==> src/rtl/down_timer_pkg.sv <==
// Shared types for the loadable down-counting timer.
package down_timer_pkg;

    // Controller state: waiting for a load, counting, or one-shot expired.
    typedef enum logic [1:0] {
        ST_IDLE = 2'd0,
        ST_RUN  = 2'd1,
        ST_DONE = 2'd2
    } state_t;

endpackage : down_timer_pkg

==> src/rtl/down_timer.sv <==
// Loadable, ce-gated down-counting timer with one-shot and periodic modes.
// A period loaded as N expires after N+1 ce ticks, raising tc for one cycle.
module down_timer
    import down_timer_pkg::*;
#(
    parameter int WIDTH = 8
) (
    input  logic             clk,
    input  logic             rst_n,
    input  logic             ce,
    input  logic             load_valid,
    output logic             load_ready,
    input  logic [WIDTH-1:0] load_val,
    input  logic             load_periodic,
    input  logic             stop,
    output logic [WIDTH-1:0] cnt,
    output logic             tc,
    output logic             busy,
    output logic             done
);

    state_t           state_q,  state_d;
    logic [WIDTH-1:0] cnt_q,    cnt_d;
    logic [WIDTH-1:0] period_q, period_d;
    logic             mode_q,   mode_d;
    logic             tc_q,     tc_d;
    logic             load_acc;

    // A load is taken whenever the timer is not running; it overrides stop.
    assign load_acc = load_valid && (state_q != ST_RUN);

    // Next-state and datapath: load, decrement, expiry reload/stop, abort.
    always_comb begin
        // NOTE: every _d gets a hold default first so no path through the case infers a latch.
        state_d  = state_q;
        cnt_d    = cnt_q;
        period_d = period_q;
        mode_d   = mode_q;
        tc_d     = 1'b0;

        unique case (state_q)
            ST_IDLE, ST_DONE: begin
                if (load_acc) begin
                    // ce in the accept cycle is deliberately ignored.
                    cnt_d    = load_val;
                    period_d = load_val;
                    mode_d   = load_periodic;
                    state_d  = ST_RUN;
                end else if (stop) begin
                    state_d = ST_IDLE;
                    cnt_d   = '0;
                end
            end
            ST_RUN: begin
                if (stop) begin
                    // Abort beats ce; period and mode survive for inspection.
                    state_d = ST_IDLE;
                    cnt_d   = '0;
                end else if (ce) begin
                    if (cnt_q != '0) begin
                        cnt_d = cnt_q - WIDTH'(1);
                    end else begin
                        // Zero is the expiry tick, so the decrement never underflows.
                        tc_d = 1'b1;
                        if (mode_q) begin
                            cnt_d = period_q;
                        end else begin
                            state_d = ST_DONE;
                        end
                    end
                end
            end
            default: begin
                state_d = ST_IDLE;
                cnt_d   = '0;
            end
        endcase
    end

    // State and datapath registers, cleared immediately by the async reset.
    always_ff @(posedge clk or negedge rst_n) begin
        if (!rst_n) begin
            state_q  <= ST_IDLE;
            cnt_q    <= '0;
            period_q <= '0;
            mode_q   <= 1'b0;
            tc_q     <= 1'b0;
        end else begin
            // NOTE: non-blocking assignments so every flop samples the pre-edge values.
            state_q  <= state_d;
            cnt_q    <= cnt_d;
            period_q <= period_d;
            mode_q   <= mode_d;
            tc_q     <= tc_d;
        end
    end

    // Output decode: all outputs come straight from registers.
    always_comb begin
        cnt        = cnt_q;
        tc         = tc_q;
        busy       = (state_q == ST_RUN);
        done       = (state_q == ST_DONE);
        load_ready = (state_q != ST_RUN);
    end

endmodule : down_timer
==> config.mk <==
export PLATFORM = sky130hd
export DESIGN_NAME = down_timer
export DESIGN_NICKNAME = d
export VERILOG_FILES = /design/src/rtl/down_timer_pkg.sv /design/src/rtl/down_timer.sv
export SDC_FILE = /design/constraint.sdc
export NUM_CORES = 1
export LEC_CHECK = 0
export BUFFER_PORTS_ARGS = -buffer_cell sky130_fd_sc_hd__buf_2
export CAP_MARGIN = 10
export CORE_MARGIN = 5
export CORE_UTILIZATION = 56
export DETAILED_ROUTE_END_ITERATION = 12
export PLACE_DENSITY = 0.85
export SLEW_MARGIN = 20
export SYNTH_ARGS = -nofsm -noshare
export SYNTH_HDL_FRONTEND = slang
export SYNTH_SLANG_ARGS = --single-unit
==> constraint.sdc <==
create_clock -name clk -period 4.1 [get_ports clk]
set_input_delay 0.615 -clock clk [delete_from_list [all_inputs] [get_ports clk]]
set_output_delay 0.615 -clock clk [all_outputs]
set_load 0.02 [all_outputs]
==> Word level (Yosys, flattened, before mapping) <==
Cells that the tools add are included.
W data, S select, Z words.
{ "totals": {"reg_bits": 20, "inputBits": 14, "out_inout_bits": 12, "wordCells": 39} }
{ "classes": {"addsub": 1, "eq_ne": 8, "n_mux": 18, "n_reduce_logical": 7} }
{ "ops": {"columns": ["cell", "n"], "rows": [
  ["$mux W8", 6],
  ["$pmux W8 S2", 1],
  ["$mux W2", 6],
  ["$ne A3 B3 Y1 const B", 4],
  ["$reduce_bool A8 Y1", 1],
  ["$sub A8 B1 Y8 const B", 1],
  ["$mux W1", 4],
  ["$ne A4 B2 Y1 const B", 1],
  ["$pmux W2 S2", 1],
  ["$reduce_and A4 Y1", 1],
  ["$reduce_and A3 Y1", 1],
  ["$eq A2 B1 Y1 const B", 1],
  ["$eq A2 B2 Y1 const B", 1],
  ["$logic_not A2 Y1", 1],
  ["$ne A2 B1 Y1 const B", 1],
  ["$reduce_and A2 Y1", 1],
  ["$reduce_or A2 Y1", 1],
  ["$logic_and A1 B1 Y1", 1]
]} }

==> Depth between registers and ports, before layout <==
Gate-level depths: netlist (run 1).
{ "logic_depth": {"word_depth": 5, "mapped_depth": 8, "ltp_nobuf": 7} }

==> Worst setup path before layout (run 1) <==
OpenSTA, ideal clock, no wires.
{ "synth_path": {"path_kind": "register to register", "start": "register cnt_q[0] (netlist: cnt[0])", "end": "register cnt_q[5] (netlist: cnt[5])", "setup_time_ps": 104, "arrival_ps": 2058, "required_time_ps": 3996, "path_slack_ps": 1938, "stages_incl_launch_ff": 9, "n_path_buf": 1, "period_less_slack_ps": 2162, "cell_sequence": "dfrtp_1 > inv_1 > ha_1 > or4b_4 > or2_4 > o31ai_4 > buf_6 > nand2_1 > o311ai_1"} }
{ "synth_via": {"elab_chain_cells": 5, "elab_cells_between_ends": 8, "classes_between": "add/sub (1); eq/ne (1); mux (4); reduce/logical (2)"} }
{ "synth_lines": {"columns": ["element", "line_no", "text"], "rows": [
  ["start: declaration", "down_timer.sv:23", "logic [WIDTH-1:0] cnt_q, cnt_d;"],
  ["start signal: assignment", "down_timer.sv:91", "cnt_q <= cnt_d;"],
  ["$sub A8 B1 Y8 or $reduce_bool A8 Y1 (tied branches)", "down_timer.sv:61, down_timer.sv:60", null],
  ["$mux W8", "down_timer.sv:60", "if (cnt_q != '0) begin"],
  ["$mux W8", "down_timer.sv:59", "end else if (ce) begin"],
  ["$mux W8", "down_timer.sv:55", "if (stop) begin"],
  ["$pmux W8 S2", "down_timer.sv:41", "unique case (state_q)"]
]} }
Several ways; a longest one is shown, not always the timed one. The select of a mux whose other input is x is not followed.
A chain may end at the register's enable or synchronous reset.

==> Final worst setup path (run 1) <==
{ "layout_path": {"start": "register cnt_q[0] (netlist: cnt[0])", "end": "register cnt_q[6] (netlist: cnt[6])"} }
Same word-level chain as after synthesis.

==> impl_metrics.ini, run 1 <==
[outcome]
status = finished clean

[cts]
cts_setup_buffers = 0
htreeDepth = 1
cts_buffer_depth = 2
clock-sinks = 20
cts_resized = 0
numCtsBuffers = 3
cts_root_buffer = clkbuf_4
clock_latency_ps = 300
postCtsHoldBufs = 0
cts_tree = yes
cts.clk_slew.worst_paths_ps = 110

[drt]
ant_nets = 0
drc = 0
vias = 993
drt_iter0_drc = 36
wl_per_cell_um = 14.4
via_per_inst = 5.64
finalWirelength_mm = 2.54
first_pass_iters = 4

[setup_path]
worstPathRequired_ps = 4300
end_kind = flip-flop
cp-start-kind = flip-flop
setup.worst_path.class = flip-flop to flip-flop
path_buf_inv = 1
reg2reg_from = cnt[0]
cp_slowest_stage_delay_ps = 510
critPathArrivalTime_ps = 2700
cp_top_family = compound AO/OA/AOI/OAI gates
crit_chain = inv_1, ha_1, or4b_4, or2_4, o31ai_4, a21oi_1, a22o_1
startpoint = cnt[0]
cp_max_fo = 12
crit_slowest_cell = or4b_4

[power]
vdd_ir_drop_max_v = 0.000417
total_power_mw = 1.03
p_per_area_nw_per_um2 = 824
p_leak_nw = 0.637

[min_path]
hp-class = input pin to async pin

[layout]
drive_gt1_frac = 0.235
fillerInstances = 167
stdcell_count = 176
design_area_um2 = 1250
num-nets-final = 165
syn_to_final_growth_pct = 15.6
num_antenna_cells = 0

[synthesis]
synth_compound_area_frac = 0.189
synth_seq_cells = 20
synthCells = 125
synth_xor_area_frac = 0.0162
synthSimpleGateAreaFrac = 0.254
synth_top_family_by_area = simple AND/OR/NAND/NOR gates
yosys_most_used_dff = dfrtp_1
synth_cell_types = 30
async_reset_ff_frac = 1.00
yosysSeqAreaShare = 0.462
ys_warn_count = 0
synth.avg_cell_area_um2 = 8.67
synth_nets = 140
synth_edf_count = 0
synth-adder-area-share = 0.0115
synth_area_um2 = 1080
muxShareOfSynthArea = 0.0289

[timing]
slew_viol_final = 0
finalCritPeriodShare = 0.609
setup_violations = 0
rsz0062_at_grt = false
clock-skew-final_ps = 1.97
worst_pin_slew_ps = 766
relSlewSlack = 0.488
clock.fmax_mhz = 401
tns_ps = 0
fin_crit_ps = 2500
hold_viol = 0

[global_routing]
grt_first_pass_wirelength_mm = 4.32
gr-usage-met1 = 0.264
grt_pass1_vias = 983
antenna_found_initial = 0
busiest_layer = met2
track_usage = 0.206
grt_use_met3 = 0.0194
grt_max_degree = 21
grtUsageMet2 = 0.341
grt.overflow.total = 0

[flow_run]
maxCapViolCount = 0

[place]
port_buffers = 25
gp_congestion = 0.886
dp_hpwl_mm = 1.85
dpl_cell_area_um2 = 1220
dp.cells = 172

[die]
rows = 16
core_area_um2 = 1900
fp.dieW_um = 54.0
die_h_um = 54.0
initial_core_util = 0.570
die-area_um2 = 2910
io_pins = 26
## registers in the layout (all words and copies together) (netlist names)
register	cells
period_q	8
tc	1
cnt	8
state_q	2
mode_q	1
## cell families after synthesis
logic type                 count (synthesis)
and+or+nand+nor                           61
AOI/OAI and AO/OA                         29
DFF                                       20
buffers and inverters                      9
muxes                                      3
xor gates and xnor gates                   2
adders and majority gates                  1
## routing by layer
layer | routed length [µm] | vias up
met2 | 1200 | 44
met1 | 1120 | 464
met3 | 154 | 8
li1 | - | 477
met4 | 60 | 0
met5 | 0 | -
## cell type report
cell class              instances  area, µm²  area share
well taps                      27       33.8      0.0270
inverters                       4       15.0      0.0120
multi-input cells              96        542       0.433
clock buffers                   4       36.3      0.0290
flip-flops and latches         20        500       0.400
repair buffers                 25        125      0.0999
## worst paths after layout
path	cells past startpoint	slack, ps	endpoint
setup reg to reg	7	1600	cnt[6]
hold reg to reg	2	490	period_q[7]
hold / removal	1	230	period_q[3]
min in group clk	2	490	period_q[7]
max in group asynchronous	1	3570	cnt[1]
setup / recovery	7	1600	cnt[6]
## Yosys cell counts, types with 2 or more instances
cell type	n	area [µm²]
inv_1	4	15.0
nor2_1	12	45.0
o21ai_1	2	10.0
dfrtp_1	20	500
nor2b_1	2	12.5
o311ai_1	3	26.3
nor4b_1	2	17.5
o21ai_0	5	25.0
nand2_1	34	128
a22o_1	2	17.5
clkbuf_1	4	15.0
a21oi_1	10	50.1
nor3_1	5	25.0
mux2i_1	2	20.0
nand2b_1	3	18.8
## cells in the final DEF, fill, tap and decap left out, types with 2 or more instances in the layout
master,synthesis,final
a21oi_1,10,10
a22o_1,2,2
buf_2,0,25
clkbuf_4,0,3
dfrtp_1,20,20
inv_1,4,4
mux2i_1,2,2
nand2_1,34,34
nand2b_1,3,3
nor2_1,12,12
nor2b_1,2,2
nor3_1,5,5
nor4b_1,2,2
o21ai_0,5,5
o21ai_1,2,2
o311ai_1,3,3
## stage by stage
stage | setup WS, ps | hold slack [ps] | util
2_1_floorplan | 1940 | 319 | -
3_3_place_gp | 1750 | 461 | 0.639
3_5_place_dp | 1640 | 463 | 0.639
4_1_cts | 1610 | 245 | 0.659
5_1_grt | 1440 | 266 | 0.659
6_report | 1600 | 233 | 0.659
## power by group
group	switching, mW	internal [mW]
Sequential	0.106	0.277
Combinational	0.316	0.217
Clock	0.0620	0.0542
Note: power is estimated with default switching activity, not from simulation.
==> inputs of run 2 (changes only) <==
- CORE_UTILIZATION: 56 -> 47
- PLACE_DENSITY: 0.85 -> 0.76
- clock period: 4.1 -> 2.21 ns (I/O delays scaled with it)
==> impl_metrics.ini, run 2 (same netlist as run 1, synthesis figures left out) <==
[layout]
num-nets-final = 173
design_area_um2 = 1300
drive_gt1_frac = 0.263
syn_to_final_growth_pct = 20.2
layout_commonest_cell = nand2_1
mostFrequentLayoutCells = 34 x nand2_1, 25 x buf_2, 20 x dfrtp_1, 12 x nor2_1, 10 x a21oi_1
num_antenna_cells = 0

[setup_path]
regToRegSetupSlack_ps = 130
reg2reg_from = cnt[1]
crit_path_end = cnt[3]
startpoint = cnt[1]
end_kind = flip-flop
r2r_cells = 7
cp-start-kind = flip-flop
cp_max_fo = 5
critPathArrivalTime_ps = 2280
rr_endpoint = cnt[3]
worstPathRequired_ps = 2410
setup.worst_path.class = flip-flop to flip-flop

[place]
dp_hpwl_mm = 1.82
port_buffers = 25
gp_congestion = 0.842
dpl_cell_area_um2 = 1270

[drt]
via_per_inst = 5.40
finalWirelength_mm = 2.50
wl_per_cell_um = 13.6
ant_nets = 0
drt_iter0_drc = 30
drc = 0
first_pass_iters = 4
vias = 993

[cts]
htreeDepth = 1
cts_root_buffer = clkbuf_4
cts.clk_slew.worst_paths_ps = 110
clock-sinks = 20
cts_resized = 0
clock_latency_ps = 300
cts_buffer_depth = 2
cts_tree = yes
numCtsBuffers = 3

[die]
fp.dieW_um = 58.0
io_pins = 26
rows = 17
die-area_um2 = 3370
core_area_um2 = 2210
initial_core_util = 0.490
die_h_um = 58.0

[power]
p_leak_nw = 0.670
total_power_mw = 1.94
vdd_ir_drop_max_v = 0.000771
p_per_area_nw_per_um2 = 1490

[timing]
clock.fmax_mhz = 480
worst_pin_slew_ps = 509
fin_crit_ps = 2080
clock-skew-final_ps = 5.64
rsz0062_at_grt = false
relSlewSlack = 0.661
setup_violations = 0
slew_viol_final = 0
finalCritPeriodShare = 0.942
hold_viol = 0
tns_ps = 0

[global_routing]
grt_pass1_vias = 895
grt_first_pass_wirelength_mm = 4.10
grt.overflow.total = 0
antenna_found_initial = 0
grt_max_degree = 21
track_usage = 0.155

[flow_run]
maxCapViolCount = 0

[min_path]
hp-class = input pin to flip-flop

[outcome]
status = finished clean
==> run 2: cell count changes in the layout (fill, tap and decap cells not counted), sizes merged <==
| cell | delta |
|---|---|
| buf | +7 |
| clkbuf | -1 |
| dlygate4sd3 | +1 |
==> run 2: worst min path at each step <==
stage | endpoint | start | cells past startpoint
floorplan | cnt[0] | rst_n | 0
global placement | period_q[2] | rst_n | 1
detailed placement | cnt[3] | rst_n | 1
CTS | mode_q | load_periodic | 3
global route | mode_q | load_periodic | 3
finish | mode_q | load_periodic | 3
==> run 2: routing by layer <==
layer  GRT usage  part of all wire
met5           0                 0
met4      0.0596             0.011
met3      0.0245             0.076
met2       0.255              0.47
met1       0.205              0.44
==> run 2: area by class of cell <==
| class | count | area, µm² |
|---|---|---|
| multi-input combinational | 96 | 542 |
| inverter | 4 | 15.0 |
| timing repair buffer | 33 | 188 |
| clock buffer | 3 | 22.5 |
| tap | 28 | 35.0 |
| sequential | 20 | 500 |
| fill | 218 | 910 |
==> run 2: power by group <==
group,internal (mW),switching (mW)
sequential,0.514,0.154
combinational,0.469,0.628
clock,0.0637,0.113
total,1.05,0.895
==> run 2: critical path, stage by stage (launching register included) <==
cell,delay [ps]
dfrtp_1,400
inv_1,60
ha_1,150
or4b_4,490
or2_4,280
o31ai_4,280
a21oi_1,120
a22o_1,210
==> run 2: through the flow <==
stage	hold slack [ps]	util	worst slack (ps)	instances
6_report	211	0.589	128	184
5_1_grt	213	0.589	13.7	184
4_1_cts	214	0.589	129	184
3_5_place_dp	304	0.574	154	180
3_3_place_gp	305	0.574	204	180
2_1_floorplan	35.9	-	48.1	125
==> run 2: repair_timing <==
action | in CTS | in global routing
setup buffers | 0 | 0
hold endpoints to repair | 20 | 0
hold buffers | 1 | 0
